--- config.mk ---
export PLATFORM = sky130hd
export DESIGN_NAME = lsu_mem_ctrl_flat
export DESIGN_NICKNAME = d
export VERILOG_FILES = /design/src/rtl/lsu_mem_ctrl_if.sv /design/src/rtl/lsu_mem_ctrl.sv /design/src/flat_wrapper.sv
export SDC_FILE = /design/constraint.sdc
export NUM_CORES = 1
export LEC_CHECK = 0
export CAP_MARGIN = 15
export CORE_ASPECT_RATIO = 2
export CORE_MARGIN = 2
export CORE_UTILIZATION = 49
export DETAILED_ROUTE_END_ITERATION = 7
export PLACE_DENSITY = 0.88
export SETUP_SLACK_MARGIN = 0.2
export SLEW_MARGIN = 20
export SYNTH_ARGS = -nofsm -noshare
export SYNTH_HDL_FRONTEND = slang
export SYNTH_SLANG_ARGS = --single-unit
--- constraint.sdc ---
create_clock -name clk -period 2.5 [get_ports clk]
set_input_delay 0.25 -clock clk [delete_from_list [all_inputs] [get_ports clk]]
set_output_delay 0.25 -clock clk [all_outputs]
set_load 0.005 [all_outputs]
--- src/rtl/lsu_mem_ctrl_if.sv ---
// Core/memory-side bus of the load/store controller: request/response handshake
// towards the memory stage and the word-only data memory port.
interface lsu_mem_ctrl_if #(
  parameter int XLEN = 32
) ();
  logic            req_valid;
  logic            req_ready;
  logic            req_we;
  logic [2:0]      req_funct3;
  logic [XLEN-1:0] req_addr;
  logic [XLEN-1:0] req_wdata;
  logic [XLEN-1:0] req_pc;
  logic            resp_valid;
  logic            resp_err;
  logic [XLEN-1:0] resp_rdata;
  logic            mem_we;
  logic [XLEN-1:0] mem_a;
  logic [XLEN-1:0] mem_wd;
  logic [XLEN-1:0] mem_pc;
  logic [XLEN-1:0] mem_rd;

  modport slave (
    input  req_valid, req_we, req_funct3, req_addr, req_wdata, req_pc, mem_rd,
    output req_ready, resp_valid, resp_err, resp_rdata, mem_we, mem_a, mem_wd, mem_pc
  );

  modport master (
    output req_valid, req_we, req_funct3, req_addr, req_wdata, req_pc, mem_rd,
    input  req_ready, resp_valid, resp_err, resp_rdata, mem_we, mem_a, mem_wd, mem_pc
  );
endinterface

--- src/rtl/lsu_mem_ctrl.sv ---
// Load/store controller: maps byte/half/word loads and stores onto a word-only
// memory, doing read-modify-write for sub-word stores.
module lsu_mem_ctrl #(
  parameter int XLEN        = 32,
  parameter bit CHECK_ALIGN = 1'b1
) (
  input logic          clk,
  input logic          reset,
  lsu_mem_ctrl_if.slave bus
);
  typedef enum logic [2:0] {
    IDLE   = 3'd0,
    LD     = 3'd1,
    RMW_RD = 3'd2,
    WR     = 3'd3,
    RESP   = 3'd4
  } state_t;

  state_t          state_r;
  logic [XLEN-1:0] addr_q;
  logic [XLEN-1:0] wdata_q;
  logic [XLEN-1:0] pc_q;
  logic [XLEN-1:0] merge_q;
  logic [2:0]      funct3_q;
  logic            we_q;
  logic            resp_valid_r;
  logic            resp_err_r;
  logic [XLEN-1:0] resp_rdata_r;

  logic            illegal_s;
  logic            misaligned_s;
  logic            err_s;
  logic [XLEN-1:0] addr_s;

  function automatic logic [31:0] load_extend(input logic [31:0] word, input logic [1:0] off,
                                              input logic [2:0] f3);
    logic [7:0]  b;
    logic [15:0] h;
    logic [31:0] r;
    case (off)
      2'd0:    b = word[7:0];
      2'd1:    b = word[15:8];
      2'd2:    b = word[23:16];
      default: b = word[31:24];
    endcase
    h = off[1] ? word[31:16] : word[15:0];
    case (f3)
      3'b000:  r = {{24{b[7]}}, b};
      3'b001:  r = {{16{h[15]}}, h};
      3'b100:  r = {24'd0, b};
      3'b101:  r = {16'd0, h};
      default: r = word;
    endcase
    return r;
  endfunction

  function automatic logic [31:0] merge_store(input logic [31:0] word, input logic [31:0] wdata,
                                              input logic [1:0] off, input logic [2:0] f3);
    logic [31:0] r;
    r = word;
    if (f3[1:0] == 2'b00) begin
      case (off)
        2'd0:    r[7:0]   = wdata[7:0];
        2'd1:    r[15:8]  = wdata[7:0];
        2'd2:    r[23:16] = wdata[7:0];
        default: r[31:24] = wdata[7:0];
      endcase
    end else if (f3[1:0] == 2'b01) begin
      if (off[1]) r[31:16] = wdata[15:0];
      else        r[15:0]  = wdata[15:0];
    end else begin
      r = wdata;
    end
    return r;
  endfunction

  // Request decode: legality, alignment and the address to capture
  always_comb begin
    addr_s       = bus.req_addr;
    misaligned_s = 1'b0;
    if (bus.req_we) begin
      illegal_s = (bus.req_funct3 >= 3'd3);
    end else begin
      illegal_s = (bus.req_funct3 == 3'b011) || (bus.req_funct3[2:1] == 2'b11);
    end
    case (bus.req_funct3[1:0])
      2'b01: begin
        misaligned_s = bus.req_addr[0];
        addr_s[0]    = 1'b0;
      end
      2'b10: begin
        misaligned_s = (bus.req_addr[1:0] != 2'b00);
        addr_s[1:0]  = 2'b00;
      end
      default: misaligned_s = 1'b0;
    endcase
    err_s = illegal_s || ((CHECK_ALIGN != 1'b0) && misaligned_s);
  end

  // Control FSM with captured request and registered response
  always_ff @(posedge clk) begin
    if (reset) begin
      state_r      <= IDLE;
      addr_q       <= '0;
      wdata_q      <= '0;
      pc_q         <= '0;
      merge_q      <= '0;
      funct3_q     <= 3'd0;
      we_q         <= 1'b0;
      resp_valid_r <= 1'b0;
      resp_err_r   <= 1'b0;
      resp_rdata_r <= '0;
    end else begin
      case (state_r)
        IDLE: begin
          if (bus.req_valid) begin
            addr_q   <= addr_s;
            wdata_q  <= bus.req_wdata;
            pc_q     <= bus.req_pc;
            funct3_q <= bus.req_funct3;
            we_q     <= bus.req_we;
            if (err_s) begin
              state_r      <= RESP;
              resp_valid_r <= 1'b1;
              resp_err_r   <= 1'b1;
              resp_rdata_r <= '0;
            end else if (!bus.req_we) begin
              state_r <= LD;
            end else if (bus.req_funct3[1:0] == 2'b10) begin
              state_r <= WR;
            end else begin
              state_r <= RMW_RD;
            end
          end
        end
        LD: begin
          resp_rdata_r <= load_extend(bus.mem_rd, addr_q[1:0], funct3_q);
          resp_valid_r <= 1'b1;
          state_r      <= RESP;
        end
        RMW_RD: begin
          merge_q <= merge_store(bus.mem_rd, wdata_q, addr_q[1:0], funct3_q);
          state_r <= WR;
        end
        WR: begin
          resp_valid_r <= 1'b1;
          state_r      <= RESP;
        end
        RESP: begin
          resp_valid_r <= 1'b0;
          resp_err_r   <= 1'b0;
          resp_rdata_r <= '0;
          state_r      <= IDLE;
        end
        default: state_r <= IDLE;
      endcase
    end
  end

  assign bus.req_ready  = (state_r == IDLE);
  assign bus.resp_valid = resp_valid_r;
  assign bus.resp_err   = resp_err_r;
  assign bus.resp_rdata = resp_rdata_r;
  // Reset gates the strobe combinationally so a write cannot land while aborting
  assign bus.mem_we     = (state_r == WR) && !reset;
  assign bus.mem_a      = {addr_q[XLEN-1:2], 2'b00};
  assign bus.mem_wd     = (we_q && (funct3_q[1:0] == 2'b10)) ? wdata_q : merge_q;
  assign bus.mem_pc     = pc_q;
endmodule

--- src/flat_wrapper.sv ---
// flat-port wrapper written by rule: the top's interface ports become plain ports
module lsu_mem_ctrl_flat 
#(
  parameter int XLEN        = 32,
  parameter bit CHECK_ALIGN = 1'b1
)
  (clk, reset, bus_req_valid, bus_req_we, bus_req_funct3, bus_req_addr, bus_req_wdata, bus_req_pc, bus_mem_rd, bus_req_ready, bus_resp_valid, bus_resp_err, bus_resp_rdata, bus_mem_we, bus_mem_a, bus_mem_wd, bus_mem_pc);
  lsu_mem_ctrl_if #(.XLEN(XLEN)) bus_i ();
  input logic clk;
  input logic reset;
  input wire logic [$bits(bus_i.req_valid)-1:0] bus_req_valid;
  input wire logic [$bits(bus_i.req_we)-1:0] bus_req_we;
  input wire logic [$bits(bus_i.req_funct3)-1:0] bus_req_funct3;
  input wire logic [$bits(bus_i.req_addr)-1:0] bus_req_addr;
  input wire logic [$bits(bus_i.req_wdata)-1:0] bus_req_wdata;
  input wire logic [$bits(bus_i.req_pc)-1:0] bus_req_pc;
  input wire logic [$bits(bus_i.mem_rd)-1:0] bus_mem_rd;
  output wire logic [$bits(bus_i.req_ready)-1:0] bus_req_ready;
  output wire logic [$bits(bus_i.resp_valid)-1:0] bus_resp_valid;
  output wire logic [$bits(bus_i.resp_err)-1:0] bus_resp_err;
  output wire logic [$bits(bus_i.resp_rdata)-1:0] bus_resp_rdata;
  output wire logic [$bits(bus_i.mem_we)-1:0] bus_mem_we;
  output wire logic [$bits(bus_i.mem_a)-1:0] bus_mem_a;
  output wire logic [$bits(bus_i.mem_wd)-1:0] bus_mem_wd;
  output wire logic [$bits(bus_i.mem_pc)-1:0] bus_mem_pc;
  assign bus_i.req_valid = bus_req_valid;
  assign bus_i.req_we = bus_req_we;
  assign bus_i.req_funct3 = bus_req_funct3;
  assign bus_i.req_addr = bus_req_addr;
  assign bus_i.req_wdata = bus_req_wdata;
  assign bus_i.req_pc = bus_req_pc;
  assign bus_i.mem_rd = bus_mem_rd;
  assign bus_req_ready = bus_i.req_ready;
  assign bus_resp_valid = bus_i.resp_valid;
  assign bus_resp_err = bus_i.resp_err;
  assign bus_resp_rdata = bus_i.resp_rdata;
  assign bus_mem_we = bus_i.mem_we;
  assign bus_mem_a = bus_i.mem_a;
  assign bus_mem_wd = bus_i.mem_wd;
  assign bus_mem_pc = bus_i.mem_pc;
  lsu_mem_ctrl #(.XLEN(XLEN), .CHECK_ALIGN(CHECK_ALIGN)) u_core (.clk(clk), .reset(reset), .bus(bus_i));
endmodule
# --- Word level (Yosys, flattened, before mapping) ---
# Cells that the tools add are included.
totals:
  reg_bits: 169
  inputBits: 135
  output_inout_bits: 132
  word_cells: 76
op_classes:
  order_cmp: 1
  eq_ne: 17
  n_mux: 28
  reduce_logical: 20
ops:
  columns: ["op", "n"]
  rows:
  - ["$mux W32", 5]
  - ["$pmux W32 S4", 1]
  - ["$pmux W32 S3", 1]
  - ["$mux W16", 3]
  - ["$mux W8", 4]
  - ["$pmux W8 S3", 1]
  - ["$eq A3 B2 Y1 const B", 3]
  - ["$eq A3 B3 Y1 const B", 3]
  - ["$mux W3", 3]
  - ["$pmux W3 S3", 1]
  - ["$reduce_and A3 Y1", 3]
  - ["$eq A2 B2 Y1 const B", 4]
  - ["$eq A2 B1 Y1 const B", 3]
  - ["$eq A3 B1 Y1 const B", 2]
  - ["$logic_not A3 Y1", 2]
  - ["$mux W1", 6]
  - ["$reduce_bool A3 Y1", 2]
  - ["$logic_not A2 Y1", 2]
  - ["$pmux W1 S2", 2]
  - ["$reduce_bool A2 Y1", 2]
  - ["$reduce_or A2 Y1", 2]
  - ["$ge A3 B2 Y1 const B", 1]
  - ["$pmux W1 S3", 1]
  - ["$reduce_or A3 Y1", 1]
  - ["6 further kinds", 8]

# --- Logic depth before layout (Yosys ltp) ---
logic_depth:
  depth_word: 7
  ltp_mapped: 7
  ltp_nobuf: 6

# --- Least setup slack after synthesis ---
# Ideal clock, no wire load.
synth_timing:
  path_kind: "register to output"
  from: "register u_core.funct3_q[0]"
  to: "output port bus_mem_wd[21]"
  arrival_time_ns: 1.383
  required_time_ns: 2.250
  path_slack_ns: 0.867
  stages_incl_launch_ff: 6
  n_path_buf: 2
  cell_sequence: "dfxtp_1 -> buf_2 -> inv_1 -> nand3_1 -> clkbuf_1 -> mux2_2"
synth_between:
  elab_chain_cells: 3
synth_lines:
  columns: ["element", "line", "text"]
  rows:
  - ["from (decl)", "lsu_mem_ctrl.sv:24", "logic [2:0] funct3_q;"]
  - ["from (signal assigned)", "lsu_mem_ctrl.sv:120", "funct3_q <= bus.req_funct3;"]
  - ["$eq A2 B2 Y1", "lsu_mem_ctrl.sv:167", "assign bus.mem_wd = (we_q && (funct3_q[1:0] == 2'b10)) ? wdata_q : merge_q;"]
  - ["$logic_and A1 B1 Y1", "lsu_mem_ctrl.sv:167", null]
  - ["$mux W32", "lsu_mem_ctrl.sv:167", null]
  - ["to (decl)", "flat_wrapper.sv:24", "output wire logic [$bits(bus_i.mem_wd)-1:0] bus_mem_wd;"]
# Every way passes these cells.

# --- Worst setup path in the final report ---
layout_timing:
  from: "register u_core.funct3_q[0]"
  to: "output port bus_mem_wd[30]"
# Same word-level chain as after synthesis.

==> results.md <==
* CP max stage cell: clkdlybuf4s50_1
* Area of the mapped netlist at roughly 7500 sq um
* Starting density of the core at roughly 50%
* Root Driver: clkbuf_16
* Fillers at between 1,000 and 1,500
* HP Class: in -> reg
* Worst setup path class: reg -> out
* CTS hold repair buffers at 0
* CTS sink count at ~170
* PD cells at about 660 nW/um^2
* Worst-Margin Slew at 0.953 ns
* Total CTS buffers at 17
* Via count at around 7,400
* # IOs at roughly 270
* Max-Cap Viols at 0
* WHS Path Cells at 2
* Post-DP HPWL at 16.5 mm
* Count of final hold-check violations at 0
* Initial antenna violation count at 0
* Via density at around 5.7
* Fin worst setup slack at ~0.27 ns
* Detail Route Antenna Nets at 0
* Wire per inst at 17.5 um
* H-tree levels at 4
* Final Max Tran Viols at 0
* Post-route DRC at 0
* DIE HEIGHT at about 180 um
* CP peak stage delay at ~0.46 ns
* CP endpoint kind: primary output
* Clk slew on worst S/H paths at ~0.070 ns
* Largest net degree at the start of global routing at between 100 and 150
* Ys async rst share at 0%
* Area grow syn2layout at 42.6%
* Crit path cell chain: inv_2 > nand3_4 > buf_12 > mux2_2 > clkdlybuf4s50_1
* Data arrival, critical path at between 1.5 and 2 ns
* Layout Skew at 0.0104 ns
* Ys Warns at 0
* Die X at 91.6 um
* Drt pass-1 iters at 6
* Worst Path Max Fanout at 16
* Total gr overflow at 0
* Sequential Area at between 3000 and 4000 sq um
* Yosys cell types at 45
* Startpoint types: flop
* Synth area leader: dfxtp_1
* Die area at roughly 16,000 sq um
* Number of antenna diodes at 0
* Largest cells by area after synthesis: dfxtp_1 (45%), nand2_1 (12%), a21oi_1 (7.8%)
* Worst slack at placement at 0.175 ns
* Cell count of the worst reg-to-reg path at 5
* Cell family with most CP delay: buffers and inverters
* Floorplan row count at 64
* Cells after synthesis at ~900
* Routed wire length at 23.0 mm
* Main flop type after synthesis: dfxtp_1
* P_leak at 0.00398 uW
* Tmin final at about 2.2 ns
* NumNets Final at roughly 1,200
* Critical path depth at 5
* I/O Buffers at about 260
* Share of layout cells above drive strength 1 at under 10%
* FF+latch count, synth at 169
* CTS tree: yes
* Outcome: completed
* Skew-Pair Late Insertion Delay at ~0.42 ns
* Sequential cell area fraction in the yosys report at 44.9%
* Vias in the first global route at 7,163
* Unrepaired setup endpoints after global routing: no
* Slew HR at between 30% and 40%
* Worst IR Drop VDD at 0.553 mV
* Final TNS setup at 0 ns
* Final setup violation count at 0
* Syn Area/Cell at ~8.4 sq um
* First-pass GRT wire length at 35.9 mm
* Clock Path Buffers at 2
* Core footprint at roughly 15,000 sq um
* Bufs and invs on worst path at 3
* Worst path required time at about 2.3 ns
* Number of synthesized flops with an enable pin at 0
* Share of the synthesized area in the top cell type at 44.9%
* GPL Wtd Cong at around 0.91
* Fmax at ~450 MHz
* Tcrit/Tclk final at between 80 and 90%
* Multi-input logic area at 3630 sq um
* GR Util All Layers at between 20% and 30%
* DR iter-0 viols at 560
flip-flops by register name, summed over array words and instances, names as in the netlist:
name,flops
u_core.we_q,1
u_core.bus.resp_rdata,32
u_core.bus.resp_valid,1
u_core.bus.resp_err,1
u_core.state_r,3
u_core.merge_q,32
u_core.wdata_q,32
u_core.bus.mem_pc,32
u_core.addr_q,32
u_core.funct3_q,3
cell families after synthesis:
group | after synthesis | share of synthesized area [%]
other cells | 1 | 0.0498
mux | 62 | 8.97
fa+ha+maj | 3 | 0.499
simple gates | 326 | 17.7
buf+inv | 103 | 7.28
compound gates | 237 | 20.5
flops | 169 | 44.9
final timing paths:
kind	endpoint	slack [ns]	startpoint
hold / removal	u_core.funct3_q[0]	0.1	reset
hold reg to reg	u_core.bus.mem_pc[9]	0.45	u_core.bus.mem_pc[9]
setup / recovery	bus_mem_wd[30]	0.27	u_core.funct3_q[0]
setup reg to reg	u_core.merge_q[18]	0.38	u_core.funct3_q[1]
per-stage QoR:
| step | utilization, % | cells | power, uW | instance area, sq um | hold WS (ns) |
|---|---|---|---|---|---|
| after floorplan | - | 902 | 3730 | 7530 | 0.386 |
| after global placement | 66.6 | 1283 | 4350 | 10100 | 0.428 |
| after detailed placement | 66.6 | 1283 | 4380 | 10100 | 0.446 |
| after CTS | 70.9 | 1316 | 7080 | 10700 | 0.0834 |
| after global routing | 70.9 | 1316 | 7350 | 10700 | 0.102 |
| final | 70.9 | 1316 | 7060 | 10700 | 0.0970 |
Yosys cell counts, drive strengths merged, types with 2 or more instances:
cell / n
a21oi: 120
nand2b: 12
nand3: 2
o41ai: 2
mux2: 44
a221oi: 16
o21ai: 12
mux2i: 18
nor2b: 2
a221o: 16
nand2: 246
and3: 2
o2bb2ai: 7
or3: 2
o21a: 2
buf: 58
a32o: 7
o31ai: 8
nor3: 5
ha: 3
clkbuf: 40
nor3b: 2
dfxtp: 169
inv: 5
a211oi: 14
a311oi: 10
o22ai: 15
nor2: 48
a22o: 3
what timing repair did:
action / in CTS / in global routing
setup endpoints to repair: 32 / 0
endpoints found under the hold margin: 0 / 0
setup buffers: 0 / 0
resized for setup: 7 / 0
power breakdown:
group          switching [uW]  total (uW)  internal (uW)
logic                     638        1330            689
registers                 145        3020           2880
clock network            1150        2710           1560
total                    1930        7060           5120
cell usage in the layout, fill, tap and decap left out, types with 15 or more instances in the layout:
| cell | count |
|---|---|
| a221oi_1 | 16 |
| nand2_1 | 246 |
| a21oi_1 | 118 |
| clkdlybuf4s50_1 | 263 |
| dfxtp_1 | 169 |
| nor2_1 | 48 |
| o22ai_1 | 15 |
| clkbuf_16 | 17 |
| mux2i_1 | 18 |
| mux2_2 | 44 |
| a221o_1 | 16 |
layer usage:
layer | vias up | track usage [%] | wire length (um)
li1 | 3524 | - | -
met1 | 3451 | 33.4 | 9030
met2 | 399 | 44.3 | 10900
met3 | 74 | 7.19 | 2140
met4 | 0 | 13.1 | 883
met5 | - | 0 | 0
layout make-up:
class | count | area share, %
clock inverter | 13 | 1.47
clock buffer | 19 | 4.22
sequential | 169 | 31.5
timing repair buffer | 282 | 26.5
tap | 198 | 2.31
inverter | 5 | 0.175
multi-input combinational | 630 | 33.8
No activity file was read; power rests on OpenSTA's default activity.
